$ cat config.mk
export PLATFORM = sky130hd
export DESIGN_NAME = mem_arbiter
export DESIGN_NICKNAME = d
export VERILOG_FILES = /design/src/rtl/mem_arbiter_pkg.sv /design/src/rtl/mem_arb_pick.sv /design/src/rtl/mem_arbiter.sv
export SDC_FILE = /design/constraint.sdc
export NUM_CORES = 1
export LEC_CHECK = 0
export ABC_AREA = 0
export CAP_MARGIN = 0
export CELL_PAD_IN_SITES_DETAIL_PLACEMENT = 1
export CELL_PAD_IN_SITES_GLOBAL_PLACEMENT = 2
export CORE_MARGIN = 2
export CORE_UTILIZATION = 10
export CTS_CLUSTER_DIAMETER = 80
export DETAILED_ROUTE_END_ITERATION = 16
export PLACE_DENSITY_LB_ADDON = 0.1
export REMOVE_ABC_BUFFERS = 1
export SYNTH_ARGS = -nofsm -noshare
export SYNTH_HDL_FRONTEND = slang
export SYNTH_SLANG_ARGS = --single-unit
$ cat constraint.sdc
create_clock -name clk -period 1.65 [get_ports clk]
set_input_delay 0.33 -clock clk [delete_from_list [all_inputs] [get_ports clk]]
set_output_delay 0.33 -clock clk [all_outputs]
set_load 0.005 [all_outputs]
$ cat src/rtl/mem_arbiter_pkg.sv
// Shared memory-port types for the arbiter: command encoding, data word and a read-command helper.
package mem_arbiter_pkg;

    typedef logic [31:0] word_t;

    typedef enum logic [2:0] {
        MEM_CTRL_NONE       = 3'd0,
        MEM_CTRL_READ_BYTE  = 3'd1,
        MEM_CTRL_READ_HALF  = 3'd2,
        MEM_CTRL_READ_WORD  = 3'd3,
        MEM_CTRL_STORE_BYTE = 3'd4,
        MEM_CTRL_STORE_HALF = 3'd5,
        MEM_CTRL_STORE_WORD = 3'd6
    } mem_ctrl_t;

    function automatic logic mem_ctrl_is_read(input mem_ctrl_t c);
        case (c)
            MEM_CTRL_READ_BYTE,
            MEM_CTRL_READ_HALF,
            MEM_CTRL_READ_WORD: return 1'b1;
            default:            return 1'b0;
        endcase
    endfunction

endpackage

$ cat src/rtl/mem_arb_pick.sv
// Combinational picker: first requester found searching upward from i_base, wrapping modulo NPORTS.
module mem_arb_pick #(
    parameter int NPORTS = 2,
    parameter int IDX_W  = $clog2(NPORTS)
) (
    input  logic [NPORTS-1:0] i_req,
    input  logic [IDX_W-1:0]  i_base,
    output logic [NPORTS-1:0] o_grant,
    output logic [IDX_W-1:0]  o_idx,
    output logic              o_any
);

    // Priority search; once a winner is found later candidates are masked by o_any
    always_comb begin : p_pick
        int   j;
        logic hit;
        j       = 0;
        hit     = 1'b0;
        o_grant = '0;
        o_idx   = '0;
        o_any   = 1'b0;
        for (int k = 0; k < NPORTS; k++) begin
            j          = (int'(i_base) + k >= NPORTS) ? int'(i_base) + k - NPORTS : int'(i_base) + k;
            hit        = ~o_any & i_req[j];
            o_idx      = hit ? IDX_W'(j) : o_idx;
            o_grant[j] = o_grant[j] | hit;
            o_any      = o_any | hit;
        end
    end

endmodule

$ cat src/rtl/mem_arbiter.sv
// Shares one memory port among NPORTS requesters with a one-deep read-return pipeline.
// Define MEM_ARB_RR_EN for round-robin arbitration; default build is fixed priority (lowest index wins).
module mem_arbiter
    import mem_arbiter_pkg::*;
#(
    parameter int NPORTS = 2,
    parameter int IDX_W  = $clog2(NPORTS)
) (
    input  logic              clk,
    input  logic              rst,
    input  logic [NPORTS-1:0] req_valid,
    input  mem_ctrl_t         req_ctrl  [NPORTS],
    input  word_t             req_addr  [NPORTS],
    input  word_t             req_wdata [NPORTS],
    output logic [NPORTS-1:0] req_ready,
    output logic [NPORTS-1:0] rsp_valid,
    output word_t             rsp_rdata,
    output mem_ctrl_t         mem_ctrl,
    output word_t             mem_addr,
    output word_t             mem_din,
    input  word_t             mem_dout
);

    logic [NPORTS-1:0] w_req;
    logic [NPORTS-1:0] w_grant;
    logic [IDX_W-1:0]  w_idx;
    logic              w_any;
    logic [IDX_W-1:0]  w_base;
    logic              w_rd_issue;
    logic              r_rd_pend;
    logic [IDX_W-1:0]  r_rd_owner;

    // Eligible requesters; reset suppresses every grant
    always_comb begin
        w_req = '0;
        for (int i = 0; i < NPORTS; i++) begin
            w_req[i] = req_valid[i] & (req_ctrl[i] != MEM_CTRL_NONE) & ~rst;
        end
    end

    mem_arb_pick #(
        .NPORTS (NPORTS),
        .IDX_W  (IDX_W)
    ) u_pick (
        .i_req   (w_req),
        .i_base  (w_base),
        .o_grant (w_grant),
        .o_idx   (w_idx),
        .o_any   (w_any)
    );

`ifdef MEM_ARB_RR_EN
    logic [IDX_W-1:0] r_rr_ptr;

    // Next search starts just past the last winner; idle cycles keep the pointer
    always_ff @(posedge clk) begin
        if (rst) begin
            r_rr_ptr <= '0;
        end else if (w_any) begin
            r_rr_ptr <= (int'(w_idx) == NPORTS - 1) ? '0 : w_idx + IDX_W'(1);
        end else begin
            r_rr_ptr <= r_rr_ptr;
        end
    end

    assign w_base = r_rr_ptr;
`else
    assign w_base = '0;
`endif

    // Winner's command steers the memory port in the grant cycle
    always_comb begin
        req_ready = w_grant;
        mem_ctrl  = MEM_CTRL_NONE;
        mem_addr  = 32'h0000_0000;
        mem_din   = 32'h0000_0000;
        if (w_any) begin
            mem_ctrl = req_ctrl[w_idx];
            mem_addr = req_addr[w_idx];
            mem_din  = req_wdata[w_idx];
        end else begin
            mem_ctrl = MEM_CTRL_NONE;
        end
    end

    assign w_rd_issue = mem_ctrl_is_read(mem_ctrl);

    // Remember who issued this cycle's read so the data returns to them next cycle
    always_ff @(posedge clk) begin
        if (rst) begin
            r_rd_pend  <= 1'b0;
            r_rd_owner <= '0;
        end else begin
            r_rd_pend  <= w_rd_issue;
            r_rd_owner <= w_rd_issue ? w_idx : r_rd_owner;
        end
    end

    // Response strobe; a read caught by reset never reports back
    always_comb begin
        rsp_valid             = '0;
        rsp_valid[r_rd_owner] = r_rd_pend & ~rst;
    end

    assign rsp_rdata = mem_dout;

endmodule

* Word-level counts from Yosys, hierarchy flattened
Index checks and enable logic that the tools add are counted.
** Word-level totals
- Input bits :: 170
- Bits in registers :: 2
- Logic and storage cells :: 39
- Output and inout bits :: 103
** Cells by class
- Eq/ne operators :: 3
- Reduce and logical (&&, ||, !) cells :: 4
- Bitwise logic cells :: 11
- $lt $le $gt $ge :: 3
- Muxes and demuxes :: 16
** Operators with widths (number)
- $mux 32 :: 8
- $mux 3 :: 4
- $and 1x1->1 :: 6
- $eq 3x2->1 const B :: 2
- $reduce_bool 3->1 :: 2
- $eq 3x1->1 const B :: 1
- $mux 1 :: 3
- $reduce_or 3->1 :: 1
- $and 2x2->2 :: 1
- $ge 2x2->1 const B :: 1
- $lt 1x2->1 const B :: 1
- $not 1->1 :: 2
- $not 1->2 :: 1
- $demux 1 s1 :: 1
- $ge 1x1->1 const B :: 1
- $logic_and 1x1->1 :: 1
- $or 1x1->1 :: 1

* Depth between registers and ports, before layout
Gate-level depths: netlist of the first run.
- Word-level depth :: 14
- Depth in mapped cells :: 5
- Depth with buffers taken out :: 3

* Modules after synthesis
A second synthesis of the first run with hierarchy kept.
** Second synthesis, totals
- Cells, all modules :: 202
- Area total of the unflattened synthesis :: 1617.8 um^2
** By module, submodules not included
- mem_arbiter :: seq. area each 40.0 um^2, instances 1, area each 1585.3 um^2, cells an instance 197
- mem_arb_pick :: seq. area each 0.0 um^2, instances 1, area each 32.5 um^2, cells an instance 5

* Least setup slack after synthesis of the first run
Ideal clock, no wire load.
- Kind :: input to output
- Start point :: input port req_ctrl[4] (netlist bit)
- End point :: output port mem_addr[0]
- Required time :: 1.320 ns
- Setup slack :: 0.115 ns
- Stages on the path :: 5
- Buffers on the path :: 2
- Arrival :: 1.205 ns
- Cell sequence :: o31ai_4 -> o311a_1 -> buf_6 -> buf_6 -> a22o_1
** Between the ends
- Word-level cells in the longest chain between the ends :: 11
- Elaborated cells between the ends (all ways) :: 12
- Those cells by class :: 5 x mux; 6 x bitwise; 1 x reduce/logical
** RTL lines
- start: declaration :: RTL line mem_arbiter.sv:12 : input mem_ctrl_t req_ctrl [NPORTS],
- $reduce_bool 3->1 (*) :: RTL line mem_arbiter.sv:37 : w_req[i] = req_valid[i] & (req_ctrl[i] != MEM_CTRL_NONE) & ~rst;
- $and 1x1->1 (*) (2 in a row) :: RTL line mem_arbiter.sv:37
- $not 1->1 :: RTL line mem_arb_pick.sv:24 : hit = ~o_any & i_req[j];
- $and 1x1->1 :: RTL line mem_arb_pick.sv:24
- $mux 1 :: RTL line mem_arb_pick.sv:25 : o_idx = hit ? IDX_W'(j) : o_idx;
- $not 1->2 (implied by the code) :: RTL line mem_arbiter.sv:79 : mem_addr = req_addr[w_idx];
- $mux 32 (implied by the code) (3 in a row) :: RTL line mem_arbiter.sv:79
- $mux 32 (*) :: RTL line mem_arbiter.sv:77 : if (w_any) begin
- end: declaration :: RTL line mem_arbiter.sv:19 : output word_t mem_addr,
Every way passes the cells marked *; elsewhere a longest branch is shown, timed or not. The select of a mux whose other input is x is not followed.

* Worst setup path in the final report of the first run
- Start point :: input port req_ctrl[0] (netlist bit)
- End point :: output port mem_addr[26]
** Between the ends
- Word-level cells in the longest chain between the ends :: 10
- Elaborated cells between the ends (all ways) :: 11
- Those cells by class :: 5 x mux; 5 x bitwise; 1 x reduce/logical
** RTL lines (RTL line)
- $reduce_bool 3->1 (*) :: mem_arbiter.sv:37
- $and 1x1->1 (*) (2 in a row) :: mem_arbiter.sv:37
- $and 1x1->1 (*) :: mem_arb_pick.sv:24
- $mux 1 :: mem_arb_pick.sv:25
- $not 1->2 (implied by the code) :: mem_arbiter.sv:79
- $mux 32 (implied by the code) (3 in a row) :: mem_arbiter.sv:79
- $mux 32 (*) :: mem_arbiter.sv:77
Marked as above.

==> results of run 1 <==
-- logic make-up (layout without fill, tap and decap cells) --
kind of cell / count (synthesis) / count (layout) / synth area share (%)
buffers and inverters: 47 / 261 / 32.3
AOI/OAI and AO/OA: 77 / 77 / 60.0
and+or+nand+nor: 8 / 8 / 4.13
DFF: 2 / 2 / 3.57
-- layer usage --
layer	up-vias	global-route usage (%)	part of all wire, %
li1	947	-	-
met1	962	17.6	37
met2	161	27.0	50
met3	6	9.07	13
met4	2	1.72	0.57
met5	-	4.91	0.53
-- metrics by stage --
step | setup TNS [ns] | setup slack [ns] | hold slack [ns] | cell area [sq um] | power [W]
final | -14.50 | -0.271 | 0.473 | 3530 | 0.00112
after global routing | -18.08 | -0.324 | 0.495 | 3530 | 0.00120
after CTS | -15.37 | -0.275 | 0.466 | 3500 | 0.00114
after detailed placement | -63.66 | -0.989 | 0.542 | 3200 | 0.000863
after global placement | -64.01 | -0.989 | 0.537 | 3200 | 0.000866
after floorplan | -56.21 | -0.866 | 0.403 | 759 | 0.000222
-- state kept, by name (all words and copies together), names as in the netlist --
register and cells:
r_rd_owner 1, r_rd_pend 1
-- synth_stat cells, drive strengths merged, types with 2 or more instances --
| cell type | number |
|---|---|
| a22o | 64 |
| a32o | 2 |
| dfxtp | 2 |
| o21ai | 3 |
| nand2 | 2 |
| nor2 | 2 |
| buf | 46 |
-- final cells by class --
cell class                      instances  area, sq um
Sequential cell                         2         40.0
Tap cell                              140          175
Timing Repair Buffer                  258         2520
Multi-Input combinational cell         85          749
Clock buffer                            3         41.3
Fill cell                            1267         7360
-- critical path, stage by stage --
cell and delay [ns]:
buf_6 0.09, o311a_4 0.40, buf_12 0.15, buf_12 0.13, buf_16 0.14, a22o_1 0.23, buf_2 0.12
-- power by group --
group | total (W) | internal [W] | leakage (nW) | switching, W
combinational | 0.000876 | 0.000608 | 1.61 | 0.000268
clock | 0.000190 | 0.000154 | 0.0216 | 0.0000359
sequential | 0.0000548 | 0.0000524 | 0.0165 | 0.00000243
-- cells in the final DEF, fill, tap and decap left out, types with 2 or more instances in the layout --
| cell type | count |
|---|---|
| clkdlybuf4s50_1 | 128 |
| buf_2 | 68 |
| a22o_1 | 64 |
| buf_6 | 18 |
| buf_4 | 16 |
| buf_12 | 11 |
| buf_16 | 8 |
| buf_8 | 4 |
| clkbuf_8 | 3 |
| a32o_1 | 2 |
| nand2_1 | 2 |
| o21ai_0 | 2 |
| nor2_1 | 2 |
| clkbuf_16 | 2 |
| dfxtp_1 | 2 |
-- worst paths after layout --
kind,from,end,slack (ns)
hold / removal,rst,r_rd_pend$_SDFF_PP0_,0.47
hold reg to reg,r_rd_owner$_SDFFE_PP0P_,r_rd_owner$_SDFFE_PP0P_,0.54
setup reg to reg,r_rd_owner$_SDFFE_PP0P_,r_rd_owner$_SDFFE_PP0P_,0.75
setup / recovery,req_ctrl[0],mem_addr[26],-0.27
-- timing repair --
action	in CTS	in global routing
endpoints found under the setup margin	71	70
hold buffers	0	0
buffers inserted	19	8
endpoints found under the hold margin	0	0
pin swaps	41	17
cloned	11	2
resized for setup	352	13
==> flow_summary.json, run 1 <==
{
  "ir_drop_v": 0.000163,
  "rsz0062_at_grt": "true",
  "wl_mm": 10.4,
  "cts_tree": "yes",
  "grt_util_all_layers_pct": 16.0,
  "core_area_sq_mm": 0.0109,
  "ys.flop_type": "dfxtp_1",
  "violations": "negative setup slack",
  "final_layout_size_suffix_gt1_share_pct": 39.4,
  "route.detailed.drc": 0,
  "die_w_um": 110,
  "synthTopCellsByArea": "a22o_1 50%, buf_4 23%, buf_6 7.0%",
  "die-area_sq_mm": 0.0121,
  "critPathRequiredTime_ns": 1.32,
  "grt-ovfl-total": 0,
  "timing.final.ws_setup_ns": -0.271,
  "dp_cells": 452,
  "synth_enable_flop_cells": 0,
  "avgSynthCellArea_sq_um": 8.38,
  "grt_max_degree": 13,
  "fin_skew_ns": 0,
  "syn_area_sq_mm": 0.00112,
  "status": "finished with violations",
  "dr.pass1.iters": 4,
  "synth_largest_area_cell": "a22o_1",
  "ys_ff_latch": 2,
  "avgViaCountPerCell": 4.26,
  "numCtsBuffers": 3,
  "clock_path_buffers": 2,
  "n_antenna_cell": 0,
  "leakagePower_nw": 1.65,
  "clock-root-buffer": "clkbuf_8",
  "worstSetupPathType": "primary input to output port",
  "clk_pin_slew_ns": 0.03,
  "nets": 520,
  "syn_to_final_growth_pct": 214,
  "instances_no_fill": 488,
  "cts_sinks": 2,
  "synth_top_area_share_pct": 49.9,
  "port_buffers": 208,
  "wire_per_inst_um": 21.3,
  "worstHoldPathType": "primary input to flip-flop",
  "rows": 38,
  "arrival_ns": 1.59,
  "io_pins": 273,
  "drt_iter0_markers": 57,
  "hpwlAfterDp_mm": 7.71,
  "timing_hold_violations_final": 0,
  "fin_crit_sh_pct": 116,
  "vias": 2078,
  "cp-end-kind": "output port",
  "max_freq_ghz": 0.521,
  "worstSkewPairLatency_ns": 0.21,
  "hold_depth": 3,
  "grt_pass1_wl_mm": 14.0,
  "synth_cell_types": 22,
  "initial_core_util_pct": 10.3,
  "tightestPinTransition_ns": 0.313,
  "cap_violations": 0,
  "finalCriticalPeriod_ns": 1.92,
  "htreeDepth": 1,
  "chipHeight_um": 110,
  "worstRegToRegCells": 2,
  "slew_violations": 0,
  "powerDensity_mw_per_mm2": 318,
  "synthArstFlopShare_pct": 0,
  "gp_congestion": 0.698,
  "yosysWarnings": 0,
  "finalSetupViolations": 67,
  "relSlewSlack_pct": 78.6,
  "antenna_left": 0,
  "critPathLaunchType": "primary input",
  "grt_pass1_vias": 2376,
  "yosysSeqAreaShare_pct": 3.57,
  "critPathMaxFanout": 8,
  "final_util_pct": 32.4,
  "syn_inst": 134,
  "antenna_found_initial": 0
}
(Power assumes the default switching activity.)
==> run 2: changes to the inputs <==
--- a/config.mk
+++ b/config.mk
@@ -12,8 +12,9 @@
 export CORE_MARGIN = 2
 export CORE_UTILIZATION = 10
 export CTS_CLUSTER_DIAMETER = 80
+export CTS_CLUSTER_SIZE = 12
 export DETAILED_ROUTE_END_ITERATION = 16
-export PLACE_DENSITY_LB_ADDON = 0.1
+export PLACE_DENSITY = 0.95
 export REMOVE_ABC_BUFFERS = 1
 export SYNTH_ARGS = -nofsm -noshare
 export SYNTH_HDL_FRONTEND = slang
==> run 2 against run 1 <==
  * The run still ends with negative setup slack left
  * Hold slack lost 0.030 ns
  * Cell count shrank 1.0%
  * Via count grew 1.7%
  * Clock skew is the same
  * Largest power group unchanged
==> flow_summary.json, run 2 (synthesis results as in run 1) <==
{
  "instances_no_fill": 483,
  "rsz0062_at_grt": "true",
  "gp_congestion": 0.815,
  "cp-end-kind": "output port",
  "vias": 2114,
  "final_util_pct": 30.9,
  "die-area_sq_mm": 0.0121,
  "numCtsBuffers": 3,
  "hpwlAfterDp_mm": 9.47,
  "final_layout_size_suffix_gt1_share_pct": 39.1,
  "final_common_cell": "clkdlybuf4s50_1",
  "worstHoldPathType": "primary input to flip-flop",
  "fin_crit_sh_pct": 117,
  "r2r-start": "r_rd_owner$_SDFFE_PP0P_",
  "wl_mm": 12.4,
  "fin_skew_ns": 0,
  "path_cells": "buf_8 > o311a_4 > buf_12 > buf_12 > buf_16 > a22o_1 > buf_2",
  "wire_per_inst_um": 25.7,
  "initial_core_util_pct": 10.3,
  "critPathLaunchType": "primary input",
  "timing_hold_violations_final": 0,
  "dp_cells": 452,
  "tightestPinTransition_ns": 0.310,
  "layout_common_cells": "128 x clkdlybuf4s50_1, 68 x buf_2, 63 x a22o_1, 20 x buf_4, 14 x buf_6",
  "slowest_stage": "o311a_4",
  "worstSetupPathType": "primary input to output port",
  "nets": 515,
  "ir_drop_v": 0.000336,
  "grt_util_all_layers_pct": 19.4,
  "critPathMaxFanout": 6,
  "clk_pin_slew_ns": 0.03,
  "io_pins": 273,
  "arrival_ns": 1.60,
  "htreeDepth": 1,
  "port_buffers": 208,
  "cap_violations": 0,
  "multiInputGateArea_sq_um": 767,
  "antenna_left": 0,
  "status": "finished with violations",
  "n_antenna_cell": 0,
  "max_freq_ghz": 0.519,
  "cpMostUsedCell": "buf_12",
  "avgViaCountPerCell": 4.38,
  "die_w_um": 110,
  "antenna_found_initial": 1,
  "rows": 38,
  "grt_max_degree": 18,
  "core_area_sq_mm": 0.0109,
  "grt_pass1_wl_mm": 16.2,
  "seqCellArea_sq_um": 40.0,
  "r2r_setup_slack_ns": 0.76,
  "path_buf_inv": 5,
  "route.detailed.drc": 0,
  "fill_cells": 1306,
  "worstSkewPairLatency_ns": 0.21,
  "grt-ovfl-total": 0,
  "cts_sinks": 2,
  "hold_depth": 3,
  "clock_path_buffers": 2,
  "finalCriticalPeriod_ns": 1.93,
  "hold_end": "r_rd_pend$_SDFF_PP0_",
  "relSlewSlack_pct": 78.8,
  "violations": "negative setup slack",
  "chipHeight_um": 110,
  "grt_pass1_vias": 2391,
  "min_from": "rst",
  "slew_violations": 0,
  "dp_slack_ns": -1.08,
  "finalSetupViolations": 66,
  "critPathMaxStageDelay_ns": 0.41,
  "powerDensity_mw_per_mm2": 324,
  "timing.final.ws_setup_ns": -0.276,
  "dr.pass1.iters": 4,
  "p_total_w": 0.00109,
  "reg.largest.list": "r_rd_owner x1, r_rd_pend x1",
  "hold_buffers": 0,
  "worstRegToRegCells": 2,
  "drt_iter0_markers": 33,
  "critPathRequiredTime_ns": 1.32,
  "syn_to_final_growth_pct": 200,
  "leakagePower_nw": 1.58,
  "reg2reg_to": "r_rd_owner$_SDFFE_PP0P_",
  "cts_tree": "yes",
  "critPathTopFamily": "buffers and inverters",
  "clock-root-buffer": "clkbuf_8"
}
-- run 2: per-stage QoR --
step	area (sq um)	hold slack, ns	setup TNS (ns)
floorplan	759	0.403	-56.21
global placement	3180	0.517	-67.52
detailed placement	3180	0.529	-68.18
CTS	3520	0.436	-16.25
global route	3360	0.450	-16.07
finish	3360	0.443	-13.10
-- run 2: what timing repair did --
item                       in CTS  in global routing
setup endpoints to repair      71                 70
cloned                         10                  1
gates resized for setup       337                 27
pin swaps                      55                 26
setup buffers                  24                  7
-- run 2: routing by layer --
layer	up-vias	part of all wire (%)	GRT usage (%)
li1	930	-	-
met1	990	36	20.7
met2	174	46	32.5
met3	16	15	11.4
met4	4	1.8	3.89
met5	-	0.92	5.80
-- run 2: worst reg2reg max path, stage by stage, from the launching register on --
cell and delay, ns:
dfxtp_1 0.36, a21oi_1 0.05, a2111oi_0 0.36
-- run 2: power breakdown --
group	internal, W	switching, W
Combinational	0.000566	0.000275
Sequential	0.0000524	0.00000249
Clock	0.000154	0.0000395
Total	0.000773	0.000317
-- run 2: worst max-delay path by stage --
stage	depth (start not counted)	slack [ns]	end	start
final	7	-0.28	mem_din[1]	req_ctrl[0]
after global routing	8	-0.32	mem_din[26]	req_ctrl[3]
after CTS	8	-0.35	mem_addr[6]	req_ctrl[0]
after detailed placement	6	-1.08	mem_din[24]	req_ctrl[4]
after global placement	6	-1.08	mem_din[24]	req_ctrl[4]
after floorplan	3	-0.87	mem_addr[0]	req_ctrl[4]
-- run 2: cell type report --
class | instances | area share, %
repair buffers | 253 | 69.6
well taps | 140 | 5.21
clock buffers | 3 | 1.23
flip-flops and latches | 2 | 1.19
multi-input cells | 85 | 22.8
==> run 3: changes to the inputs <==
--- a/config.mk
+++ b/config.mk
@@ -9,12 +9,13 @@
 export CAP_MARGIN = 0
 export CELL_PAD_IN_SITES_DETAIL_PLACEMENT = 1
 export CELL_PAD_IN_SITES_GLOBAL_PLACEMENT = 2
-export CORE_MARGIN = 2
-export CORE_UTILIZATION = 10
+export CORE_AREA = 2 2 105 107
 export CTS_CLUSTER_DIAMETER = 80
 export CTS_CLUSTER_SIZE = 12
 export DETAILED_ROUTE_END_ITERATION = 16
-export PLACE_DENSITY = 0.95
+export DIE_AREA = 0 0 107 109
+export DONT_BUFFER_PORTS = 1
+export PLACE_DENSITY = 0.56
 export REMOVE_ABC_BUFFERS = 1
 export SYNTH_ARGS = -nofsm -noshare
 export SYNTH_HDL_FRONTEND = slang
==> run 3 against run 2 <==
  * Non-clock buffer count is 249 lower
  * The run now ends clean
  * Combinational power shrank 72%
  * Count of clock-buffer cells in the layout unchanged
  * Clock skew is the same
  * Sequential power barely moved
  * Maximum frequency increased by 18%
  * Clock power decreased by 2%
  * Power shrank 56%
  * First-iteration DRC count rose by 94%
  * Highest routed layer unchanged
  * Global-route usage decreased by 11 points
==> flow_summary.json, run 3 (synthesis results as in run 1) <==
{
  "wl_mm": 6.07,
  "fin_crit_sh_pct": 99.1,
  "leakagePower_nw": 0.381,
  "instances_no_fill": 234,
  "final_layout_size_suffix_gt1_share_pct": 16.0,
  "antenna_left": 0,
  "max_freq_ghz": 0.612,
  "gp_congestion": 0.747,
  "pwr-share-clk_pct": 39.8,
  "dr.pass1.iters": 4,
  "die_w_um": 107,
  "initial_core_util_pct": 10.6,
  "rows": 38,
  "holdWs_ns": 0.194,
  "tightestPinTransition_ns": 0.338,
  "timing_hold_violations_final": 0,
  "finalCriticalPeriod_ns": 1.63,
  "hpwlAfterDp_mm": 5.22,
  "finalSetupViolations": 0,
  "clock_path_buffers": 2,
  "fin_tns_setup_ns": 0,
  "cp-end-kind": "output port",
  "vias": 1127,
  "htreeDepth": 1,
  "rsz0062_at_grt": "true",
  "cts_sinks": 2,
  "p_comb_share_pct": 48.7,
  "final_common_cell": "a22o_1",
  "seqPwrFrac_pct": 11.5,
  "cts_tree": "yes",
  "grt_pass1_vias": 1015,
  "n_antenna_cell": 0,
  "route.detailed.drc": 0,
  "cap_violations": 0,
  "critPathMaxFanout": 35,
  "critPathLaunchType": "primary input",
  "powerDensity_mw_per_mm2": 435,
  "chipHeight_um": 109,
  "clock-root-buffer": "clkbuf_8",
  "dp_cells": 231,
  "relSlewSlack_pct": 76.9,
  "worstSetupPathType": "primary input to output port",
  "io_pins": 273,
  "die-area_sq_mm": 0.0117,
  "antenna_found_initial": 0,
  "reg.largest.list": "r_rd_owner x1, r_rd_pend x1",
  "ir_drop_v": 0.000234,
  "worstSkewPairLatency_ns": 0.20,
  "clk_pin_slew_ns": 0.03,
  "numCtsBuffers": 3,
  "arrival_ns": 1.30,
  "fin_skew_ns": 0,
  "swShare_pct": 32.9,
  "wire_per_inst_um": 25.9,
  "port_buffers": 0,
  "syn_to_final_growth_pct": -2.34,
  "stdcell_area_sq_mm": 0.00110,
  "critPathRequiredTime_ns": 1.32,
  "nets": 266,
  "grt_pass1_wl_mm": 7.11,
  "drt_iter0_markers": 64,
  "grt_util_all_layers_pct": 8.77,
  "dpl_cell_area_sq_mm": 0.00102,
  "worstHoldPathType": "primary input to flip-flop",
  "p_int_w": 0.000320,
  "slew_violations": 0,
  "status": "finished, final reports clean",
  "switchingPower_w": 0.000157,
  "avgViaCountPerCell": 4.82,
  "core_area_sq_mm": 0.0106,
  "grt_max_degree": 37,
  "final_util_pct": 10.3,
  "grt-ovfl-total": 0,
  "layout_common_cells": "61 x a22o_1, 4 x buf_12, 3 x a22o_4, 3 x o21ai_0, 3 x clkbuf_8",
  "cts_setup_buffers": 0
}
## run 3: metal layers
| layer | GRT usage, % | up-vias | wire, um |
|---|---|---|---|
| met1 | 9.97 | 512 | 2090 |
| met3 | 7.95 | 10 | 1300 |
| li1 | - | 432 | - |
| met4 | 0.835 | 2 | 26 |
| met5 | 4.02 | - | 46 |
| met2 | 12.2 | 171 | 2610 |
## run 3: worst paths after layout
check                          startpoint                      end  slack, ns  depth (start not counted)
setup / recovery              req_ctrl[5]              mem_din[28]       0.02                          4
setup reg to reg  r_rd_owner$_SDFFE_PP0P_  r_rd_owner$_SDFFE_PP0P_       0.72                          2
hold reg to reg   r_rd_owner$_SDFFE_PP0P_  r_rd_owner$_SDFFE_PP0P_       0.54                          2
hold / removal                        rst     r_rd_pend$_SDFF_PP0_       0.19                          1
## run 3: area by class of cell
class / count / area, sq um
Fill cell: 1248 / 9510
Multi-Input combinational cell: 85 / 759
Tap cell: 140 / 175
Timing Repair Buffer: 4 / 80.1
Clock buffer: 3 / 41.3
Sequential cell: 2 / 40.0
## run 3: repair_timing
action | in CTS | in global routing
hold buffers | 0 | 0
endpoints found under the setup margin | 5 | 34
pin swaps | 0 | 22
gates resized for setup | 2 | 3
## run 3: power groups by stage
stage / clock (W) / combinational, W / sequential, W
5_1_grt: 0.000206 / 0.000253 / 0.0000555
3_3_place_gp: 0 / 0.000224 / 0.0000555
4_1_cts: 0.000195 / 0.000230 / 0.0000550
3_5_place_dp: 0 / 0.000226 / 0.0000556
2_1_floorplan: 0 / 0.000167 / 0.0000546
6_report: 0.000190 / 0.000232 / 0.0000549
## run 3: metrics by stage
stage / power (W) / setup WS, ns
global route: 0.000515 / -0.0431
global placement: 0.000280 / 0.0159
floorplan: 0.000222 / -0.866
CTS: 0.000480 / 0.00373
detailed placement: 0.000282 / -0.0150
finish: 0.000477 / 0.0154
## run 3: critical path: stages
cell	delay [ns]
o31ai_4	0.27
o311a_4	0.28
buf_12	0.19
a22o_1	0.23
==> RTL change 1, RTL diff (config.mk and constraints of run 2) <==
`NPORTS` is set to 2 in 2 places; all go to 4.
--- a/src/rtl/mem_arb_pick.sv
+++ b/src/rtl/mem_arb_pick.sv
@@ -1,6 +1,6 @@
 // Combinational picker: first requester found searching upward from i_base, wrapping modulo NPORTS.
 module mem_arb_pick #(
-    parameter int NPORTS = 2,
+    parameter int NPORTS = 4,
     parameter int IDX_W  = $clog2(NPORTS)
 ) (
     input  logic [NPORTS-1:0] i_req,
--- a/src/rtl/mem_arbiter.sv
+++ b/src/rtl/mem_arbiter.sv
@@ -3,7 +3,7 @@
 module mem_arbiter
     import mem_arbiter_pkg::*;
 #(
-    parameter int NPORTS = 2,
+    parameter int NPORTS = 4,
     parameter int IDX_W  = $clog2(NPORTS)
 ) (
     input  logic              clk,
Ports: changed (6 resized); port bits go from 273 to 413. No check against the original RTL was run, so the function may have changed too.
==> RTL change 1 against run 2 <==
Total power is 140% higher. Critical path type unchanged. Non-clock buffer count is 192 higher. The flow still finishes with violations (negative setup slack). Highest routed layer unchanged. Sequential cell count is 1 higher. Area after synthesis is 100% higher. Global-route usage is 2.6 points lower. Combinational power grew to 2.6 times the old value. Setup slack worse by 0.55 ns. Routed wire length is 70% higher. Final area is 110% higher.
==> RTL change 1: results (changes against run 2) <==
global-route wire length before repair=29,800 um (+84%); GP Congestion=0.779 (-4.4%); maximum VDD drop=0.000218 V (-35%); final setup fails=74 (+12%); flop2flop setup slack=1.00 ns (+0.24 ns); FF-to-FF End=r_rd_owner[0]; crit path DAT=2.14 ns (+0.54 ns); register area share after synthesis=2.67% (-0.90 points); failing checks=negative setup slack; number of port buffers=348 (+67%); grt met3 use=5.78% (-5.7 points); Root Driver=clkbuf_16; status=finished, violations left; fin nets=1,002 (+95%); GR Util met2=28.6% (-3.9 points); wire per inst=21.7 um (-16%); dpl hpwl=15,500 um (+64%); Int Pwr=1.79 mW (+130%); Cell variety after synth=30 (+36%); leakage dissipation=3.07 nW (+94%); Metal-1 WL=8750 um (+98%); crit path from=req_ctrl[4]; crit path capture=mem_addr[6]; final worst slack=-0.825 ns (-0.549 ns); fillers=2,513 (+92%)
-- RTL change 1: cell types whose count changed after synthesis, sizes merged, moves of 4 or more --
| cell | before | now |
|---|---|---|
| o21ai | 3 | 64 |
| clkbuf | 1 | 19 |
| a22o | 64 | 0 |
| nor3 | 0 | 6 |
| nor2 | 2 | 6 |
| mux2i | 0 | 66 |
| nand2b | 0 | 5 |
| a22oi | 1 | 66 |
-- RTL change 1: worst min-delay path by stage --
stage / to / cells after the start / from / slack, ns
4_1_cts: r_rd_owner[1] / 2 / r_rd_owner[1] / 0.52
5_1_grt: r_rd_owner[1] / 2 / r_rd_owner[1] / 0.54
3_5_place_dp: r_rd_owner[1] / 2 / r_rd_owner[1] / 0.50
2_1_floorplan: r_rd_owner[0] / 2 / r_rd_owner[0] / 0.46
6_report: r_rd_owner[1] / 2 / r_rd_owner[1] / 0.51
3_3_place_gp: r_rd_owner[1] / 2 / r_rd_owner[1] / 0.48
-- RTL change 1: cell families after synthesis --
logic type | count (synthesis) | synth area share, %
AO/OA/AOI/OAI | 146 | 42.2
AND/OR/NAND/NOR | 28 | 7.34
multiplexers | 66 | 29.4
buffers and inverters | 65 | 18.4
flip-flops | 3 | 2.67
-- RTL change 1: through the flow --
| stage | setup slack [ns] | hold WS (ns) | power (mW) | std cells | utilization [%] |
|---|---|---|---|---|---|
| after floorplan | -4.48 | 0.465 | 0.640 | 246 | - |
| after global placement | -1.57 | 0.484 | 1.96 | 929 | 28.5 |
| after detailed placement | -1.57 | 0.504 | 1.99 | 929 | 28.5 |
| after CTS | -0.798 | 0.522 | 2.64 | 969 | 31.6 |
| after global routing | -0.895 | 0.544 | 2.82 | 975 | 32.2 |
| final | -0.825 | 0.511 | 2.66 | 976 | 32.2 |
-- RTL change 1: critical path: stages --
cell,delay (ns)
buf_2,0.11
o31a_1,0.33
a211oi_4,0.36
o22ai_4,0.13
buf_12,0.18
buf_12,0.14
buf_16,0.15
mux2i_2,0.20
o21ai_1,0.08
buf_2,0.14
-- RTL change 1: power by group through the flow --
stage / registers, mW / logic, mW / clock network, mW
after floorplan: 0.0914 / 0.549 / 0
after global placement: 0.0939 / 1.86 / 0
after detailed placement: 0.0942 / 1.89 / 0
after CTS: 0.0951 / 2.16 / 0.393
after global routing: 0.0964 / 2.32 / 0.404
final: 0.0952 / 2.18 / 0.389
-- RTL change 1: repair_timing --
item | 4_1_cts | 5_1_grt
pin swaps | 26 | 29
buffers inserted | 29 | 11
cloned | 11 | 0
resized for setup | 458 | 29
setup endpoints to repair | 78 | 74
-- RTL change 1: layout make-up --
type,instances,area (um^2),area share [%]
diodes,1,2.50,0.0354
clock buffers,4,78.8,1.12
multi-input cells,240,2130,30.2
repair buffers,445,4430,62.7
inverters,3,11.3,0.159
well taps,280,350,4.96
flip-flops and latches,3,60.1,0.850
==> RTL change 2, RTL diff (flow settings as in run 2) <==
Made on the original files. Add a define of `MEM_ARB_RR_EN`.
--- a/src/rtl/mem_arbiter.sv
+++ b/src/rtl/mem_arbiter.sv
@@ -1,5 +1,7 @@
 // Shares one memory port among NPORTS requesters with a one-deep read-return pipeline.
 // Define MEM_ARB_RR_EN for round-robin arbitration; default build is fixed priority (lowest index wins).
+`define MEM_ARB_RR_EN
+
 module mem_arbiter
     import mem_arbiter_pkg::*;
 #(
Behaviour: not the same (Yosys sat finds a counterexample within 4 cycles, from zero or initial values and one cycle with rst high).
==> RTL change 2 against run 2 <==
The flow still finishes with violations (negative setup slack). Setup slack worse by 0.37 ns. Non-clock buffer count is 10 higher. Sequential cell count is 1 higher. Area after synthesis is 27% higher. Synthesized cell count is 110% higher. Clock power is 96% higher. Count of clock-buffer cells in the layout is 1 higher. Total power is 40% higher. Die area is 26% higher. Final area is 24% higher. Routed wire length is 4.7% lower. Maximum frequency is 16% lower.
==> RTL change 2: results (changes against run 2) <==
Metal-1 WL=4690 um (+5.9%); Root Driver=clkbuf_16; Sw Ratio=31.1% (+2.1 points); fillers=1,703 (+30%); maximum VDD drop=0.000624 V (+86%); highest routed layer=met4; P_seq=0.0851 mW (+55%); status=finished, violations left; crit path DAT=1.96 ns (+0.36 ns); vias per cell=4.11 (-6.1%); final setup fails=70 (+6.1%); Synth Area in Compound Gates=29.1% (-31 points); dpl hpwl=7970 um (-16%); largest registers=r_rd_owner: 1 flops, r_rd_pend: 1 flops, r_rr_ptr: 1 flops; failing checks=negative setup slack; register area share after synthesis=4.20% (+0.63 points); GR Util met2=24.9% (-7.6 points); GRT Total Usage=14.4% (-5.0 points); Final Cell Area=0.00418 mm^2 (+24%); part of the power in registers=5.6% (+0.6 points); worst rel slew slack=79.2% (+0.37 points); Crit Path Max Fanout=5 (-1); largest net degree at the start of global routing=34 (+16); met2 routed WL=5660 um (-2.0%); top cells by area, synth=nand2_1, o21ai_0, buf_4; DR vias=2,781 (+32%); GP Congestion=0.845 (+3.7%); grt met3 use=6.50% (-4.9 points); final worst slack=-0.645 ns (-0.369 ns); Placed Area=0.00362 mm^2 (+14%); Setup Slack @ Placement=-1.41 ns (-0.333 ns); initial antenna violation count=0 (-1); DR WL met3=1430 um (-24%); fin nets=668 (+30%); Logic pwr share=69.5% (-7.7 points); vias in the first global route=3,071 (+28%); layout cells sized above 1=41.0% (+2.0 points); global-route wire length before repair=16,900 um (+4.2%); GR Util met1=16.8% (-3.8 points); final wirelength=11,800 um (-4.7%); CP max stage cell=or3_4; HP Class=flop to flop; Cell variety after synth=28 (+27%)
## RTL change 2: cell type report
class                      instances  area share (%)
multi-input combinational        223            31.0
timing repair buffer             263            59.9
tap                              180            5.39
sequential                         3            1.44
clock buffer                       4            1.89
inverter                           4           0.359
## RTL change 2: kinds of logic after synthesis
family,Yosys count
flip-flops,3
buffers and inverters,57
AND/OR/NAND/NOR,148
AO/OA/AOI/OAI,75
## RTL change 2: final timing paths
kind / from / to / slack [ns] / cells past startpoint
setup / recovery: req_ctrl[3] / mem_addr[15] / -0.64 / 10
hold reg to reg: r_rd_owner / r_rd_owner / 0.57 / 2
hold / removal: r_rd_owner / r_rd_owner / 0.57 / 2
setup reg to reg: r_rr_ptr / r_rd_owner / -0.04 / 8
## RTL change 2: repair_timing
action,CTS,global route
gates cloned,12,0
pin swaps,40,4
resized for setup,460,29
endpoints found under the setup margin,74,73
setup buffers,24,5
## RTL change 2: worst min-delay path: stages (launching register included)
cell and delay (ns):
dfxtp_1 0.31, a21oi_1 0.15, a211oi_2 0.06
